### src/rtl/decodificador_display.sv
// decodificador_display: filters a HEX1/HEX0 active-low segment pair for stability and decodes it back to 0..15 on a valid/ready output.
// Optional macro DECODIFICADOR_ERR_COUNT_EN builds a saturating error counter on err_count; otherwise err_count is tied to 0.
module decodificador_display #(
  parameter int STABLE_CYCLES = 4,
  parameter int CNT_W         = 8
) (
  input  logic       clk,
  input  logic       rst_n,
  input  logic [6:0] hex0_in,
  input  logic [6:0] hex1_in,
  input  logic       out_ready,
  output logic [3:0] number,
  output logic       out_valid,
  output logic       err,
  output logic [7:0] err_count
);
  localparam logic [0:0] S_FILTER = 1'b0;
  localparam logic [0:0] S_HOLD   = 1'b1;
  logic [6:0]       r_hex0_q, r_hex1_q;
  logic [CNT_W-1:0] r_cnt;
  logic [13:0]      r_last;
  logic             r_has_last;
  logic [0:0]       r_state;
  logic [3:0]       r_number;
  logic             r_valid, r_err;
  logic [13:0]      w_pat;
  logic             w_stable, w_fire, w_ok, w_u_ok, w_t_ok;
  logic [3:0]       w_u_val;
  logic [4:0]       w_t_val, w_sum;
  assign w_pat    = {r_hex1_q, r_hex0_q};
  assign w_stable = r_cnt == CNT_W'(STABLE_CYCLES);
  assign w_fire   = r_state == S_FILTER && w_stable && (w_pat != r_last || !r_has_last);
  assign w_t_ok   = r_hex1_q == 7'h7F || r_hex1_q == 7'h40 || r_hex1_q == 7'h79;
  assign w_t_val  = r_hex1_q == 7'h79 ? 5'd10 : 5'd0;
  assign w_sum    = w_t_val + {1'b0, w_u_val};
  assign w_ok     = w_u_ok && w_t_ok && w_sum <= 5'd15;
  // Units digit segment pattern back to its value; anything else is unrecognised
  always_comb begin
    w_u_ok  = 1'b1;
    w_u_val = 4'd0;
    case (r_hex0_q)
      7'h40: w_u_val = 4'd0;
      7'h79: w_u_val = 4'd1;
      7'h24: w_u_val = 4'd2;
      7'h30: w_u_val = 4'd3;
      7'h19: w_u_val = 4'd4;
      7'h12: w_u_val = 4'd5;
      7'h02: w_u_val = 4'd6;
      7'h78: w_u_val = 4'd7;
      7'h00: w_u_val = 4'd8;
      7'h10: w_u_val = 4'd9;
      default: w_u_ok = 1'b0;
    endcase
  end
  // Register the segments every cycle and count how long the sample has been unchanged
  always_ff @(posedge clk) begin
    if (!rst_n) begin
      r_hex0_q <= 7'h7F;
      r_hex1_q <= 7'h7F;
      r_cnt    <= '0;
    end else begin
      r_hex0_q <= hex0_in;
      r_hex1_q <= hex1_in;
      r_cnt    <= {hex1_in, hex0_in} != w_pat ? CNT_W'(1) : w_stable ? r_cnt : r_cnt + 1'b1;
    end
  end
  // Decode each newly stable pattern once, then hold the result until it is accepted
  always_ff @(posedge clk) begin
    if (!rst_n) begin
      r_state    <= S_FILTER;
      r_last     <= '1;
      r_has_last <= 1'b0;
      r_number   <= 4'd0;
      r_valid    <= 1'b0;
      r_err      <= 1'b0;
    end else begin
      r_err <= 1'b0;
      if (w_fire) begin
        r_last     <= w_pat;
        r_has_last <= 1'b1;
        if (w_ok) begin
          r_number <= w_sum[3:0];
          r_valid  <= 1'b1;
          r_state  <= S_HOLD;
        end else begin
          r_err <= 1'b1;
        end
      end else if (r_state == S_HOLD && out_ready) begin
        r_valid <= 1'b0;
        r_state <= S_FILTER;
      end
    end
  end
`ifdef DECODIFICADOR_ERR_COUNT_EN
  logic [7:0] r_err_count;
  // Count undecodable stable patterns, saturating at 255
  always_ff @(posedge clk) begin
    if (!rst_n) r_err_count <= 8'd0;
    else if (w_fire && !w_ok && r_err_count != 8'hFF) r_err_count <= r_err_count + 8'd1;
  end
  assign err_count = r_err_count;
`else
  assign err_count = 8'd0;
`endif
  assign number    = r_number;
  assign out_valid = r_valid;
  assign err       = r_err;
endmodule

### config.mk
export PLATFORM = sky130hd
export DESIGN_NAME = decodificador_display
export DESIGN_NICKNAME = d
export VERILOG_FILES = /design/src/rtl/decodificador_display.sv
export SDC_FILE = /design/constraint.sdc
export NUM_CORES = 1
export LEC_CHECK = 0
export CORE_MARGIN = 5
export CORE_UTILIZATION = 31
export DETAILED_ROUTE_END_ITERATION = 10
export MAX_ROUTING_LAYER = met4
export PLACE_DENSITY = 0.56
export REMOVE_ABC_BUFFERS = 1
export SETUP_SLACK_MARGIN = 0.1
export SLEW_MARGIN = 15
export SYNTH_ARGS = -nofsm -noshare
export SYNTH_HDL_FRONTEND = slang
export SYNTH_SLANG_ARGS = --single-unit
### constraint.sdc
create_clock -name clk -period 1.83 [get_ports clk]
set_clock_uncertainty 0.1 [all_clocks]
set_input_delay 0.366 -clock clk [delete_from_list [all_inputs] [get_ports clk]]
set_output_delay 0.366 -clock clk [all_outputs]
set_load 0.05 [all_outputs]
==> run_results.csv <==
group,metric,value,unit
die,die_y,94.28,um
clock_tree,clk_pin_slew,80,ps
setup_path,crit_type,"reg -> reg",
routing,viasPerCell,4.453,
synth,syn_inst,237,
sta,maxSlewViolCount,0,
synth,synth-seq-cells,43,
power_and_ir_drop,total_power,0.001840,W
routing,detail_route.wl_per_cell,11.86,um
finish,final_core_util,44.52,%
hold_path,hold_depth,2,
setup_path,r2r-end,"number[1]$_SDFFE_PN0P_",
clock_tree,cts_buffer_depth,2,
synth,synth_ff_type,"dfxtp_1",
synth,ys_warn_count,0,
power_and_ir_drop,power.density,601.6,nW/um2
setup_path,reg2reg_slack,-80,ps
setup_path,critPathCaptureType,"register",
die,rows,30,
sta,finalCriticalPeriod,1912,ps
clock_tree,clk_root_buffer_cell,"clkbuf_8",
routing,wl,4.662,mm
hold_path,hold_path_class,"reg -> reg",
grt,antenna_found_initial,0,
synth,ys_seq_area_share,39.09,%
place,hpwl,3.357,mm
grt,gr-total-overflow,0,
routing,antenna_left,0,
synth,synth_top_family_by_area,"simple AND/OR/NAND/NOR gates",
routing,via_count,1750,
synth,synth.avg_cell_area,9.292,um2
grt,grt_max_degree,43,
clock_tree,cts_tree,"built",
run,cap_violations,0,
synth,synthDistinctLibCells,39,
power_and_ir_drop,cellLeakagePower,1.187,nW
synth,synthAdderAreaFrac,2.841,%
setup_path,r2r-start,"r_hex0_q[0]$_SDFF_PN1_",
clock_tree,numCtsBuffers,5,
synth,synth_edf_count,0,
sta,layout_setup_ws,-81.50,ps
setup_path,required,1950,ps
die,initial_core_util,32.06,%
synth,muxShareOfSynthArea,8.636,%
outcome,violations,"negative setup slack",
finish,syn_to_final_growth,38.86,%
die,dieWidth,94.28,um
sta,setup_viol,19,
synth,syn_area,2202,um2
setup_path,worstSetupStartpointType,"register",
setup_path,reg2reg_depth,9,
sta,rsz0062_at_grt,"yes",
hold_path,hp-start,"number[3]$_SDFFE_PN0P_",
clock_tree,cts_max_level,2,
place,place_congestion,0.7988,
grt,grt.total_usage,11.00,%
sta,max_freq,523.1,MHz
die,core_area,6869,um2
synth,async_reset_ff_share,0,%
setup_path,crit_fanout,5,
synth,synth-simple-area-share,22.61,%
place,placedCellCount,379,
clock_tree,postCtsHoldBufs,0,
synth,synth_compound_area_share,4.432,%
power_and_ir_drop,ir_worst_vdd,307.7,uV
finish,drive_gt1_share,33.00,%
finish,diodes,0,
grt,grt_pass1_vias,1631,
finish,fin_cells,393,
die,die-area,8889,um2
synth,synth-xor-area-share,15.45,%
clock_tree,cts_sinks,43,
clock_tree,insertion_delay,290,ps
place,numPortBuffers,22,
hold_path,hold_end,"number[3]$_SDFFE_PN0P_",
setup_path,cp.arrival,2030,ps
outcome,status,"complete, but fails checks",
routing,drc,0,
routing,drt-pass1-iter-count,4,
routing,drt_iter0_drc,79,
sta,hold_viol,0,
sta,fin_crit_sh,104.5,%
die,io_pins,31,
finish,final_nets,319,
sta,holdWs,357.4,ps
grt,grt_pass1_wl,7.603,mm
[cells in the final DEF, fill, tap and decap left out, types with 8 or more instances in the layout]
master | netlist | layout
buf_4 | 8 | 46
clkdlybuf4s50_1 | 0 | 16
conb_1 | 1 | 8
dfxtp_1 | 43 | 34
mux2i_1 | 19 | 19
nand2_1 | 28 | 26
nand2b_1 | 16 | 15
nor2_1 | 17 | 9
xnor2_1 | 24 | 24
xor2_1 | 13 | 13
[how the worst max path moves through the flow]
stage | startpoint | endpoint | slack (ps) | cells past startpoint
detailed placement | hex1_in[1] | r_cnt[4]$_SDFFE_PP0P_ | -330 | 8
global route | r_hex0_q[0]$_SDFF_PN1_ | number[0]$_SDFFE_PN0P_ | -240 | 9
finish | r_hex0_q[0]$_SDFF_PN1_ | number[1]$_SDFFE_PN0P_ | -80 | 9
CTS | r_last[7]$_SDFFE_PN1P_ | r_last[3]$_SDFFE_PN1P_ | -100 | 7
floorplan | r_cnt[6]$_SDFFE_PP0P_ | number[0]$_SDFFE_PN0P_ | -360 | 6
global placement | hex1_in[1] | r_cnt[7]$_SDFFE_PP0P_ | -240 | 8
[cell usage after synthesis (all sizes together), types with 2 or more instances]
cell	instances	area share, %
buf	16	5.6
ha	5	2.8
inv	2	0.34
dfxtp	43	39
and3	3	0.85
clkbuf	5	0.85
nand4	7	2.0
o21ai	2	0.45
nor2	17	2.9
nand2b	16	4.5
xnor2	24	9.5
a21oi	4	0.91
nand3	8	1.8
nor4	2	0.85
a21boi	2	0.68
nand2	28	4.8
nor3	3	0.68
mux2i	19	8.6
nand4b	3	1.2
xor2	14	5.9
[power by group]
group / leakage (nW) / internal, W / switching (W)
sequential: 0.350 / 0.000953 / 0.0000253
clock: 0.0470 / 0.000296 / 0.000306
combinational: 0.790 / 0.000130 / 0.000129
total: 1.19 / 0.00138 / 0.000460
[cells by family after synthesis]
logic type | count (synthesis)
fa+ha+maj | 5
other cells | 1
xor+xnor | 38
flops | 43
compound gates | 14
buf+inv | 23
simple gates | 94
mux | 19
[critical path, stage by stage (launching register included)]
cell and delay, ps:
dfxtp_4 380, nor2_4 100, nand4b_1 140, o211ai_1 360, ha_4 200, nand2_2 50, a21oi_2 140, nor2_2 70
nand3b_4 120, mux2i_1 180
[flip-flops by register name, indices dropped and copies added, names as in the netlist]
name / flops
err: 1
r_last: 14
out_valid: 1
r_has_last: 1
r_cnt: 8
r_hex1_q: 7
r_hex0_q: 7
number: 4
[through the flow]
stage          setup TNS (ps)  worst slack [ps]  instance area (um2)
3_3_place_gp            -4196            -244.6                 2723
6_report               -958.9            -81.50                 3058
5_1_grt                 -3596            -236.0                 3058
3_5_place_dp            -4904            -328.6                 2723
2_1_floorplan           -5451            -355.8                 2087
4_1_cts                 -1262            -96.46                 2962
[repair_timing]
action                     CTS  global route
pin swaps                   17            15
resized for setup           31            16
gates cloned                 0             1
setup endpoints to repair   27            28
setup buffers                5             1
[routing by layer]
metal	vias to the layer above	wire length, um	GRT usage (%)
li1	899	-	-
met1	814	2228	13.85
met2	30	2217	17.67
met3	7	147	2.404
met4	0	69	3.249
met5	-	0	-
[final cells by class]
type	count	area, um2
fill	660	3811
clock inverter	1	5.005
multi-input combinational	178	1373
clock buffer	6	82.58
inverter	2	7.507
sequential	43	877.1
timing repair buffer	67	593.1
tap	96	120.1
(Power assumes the default switching activity.)
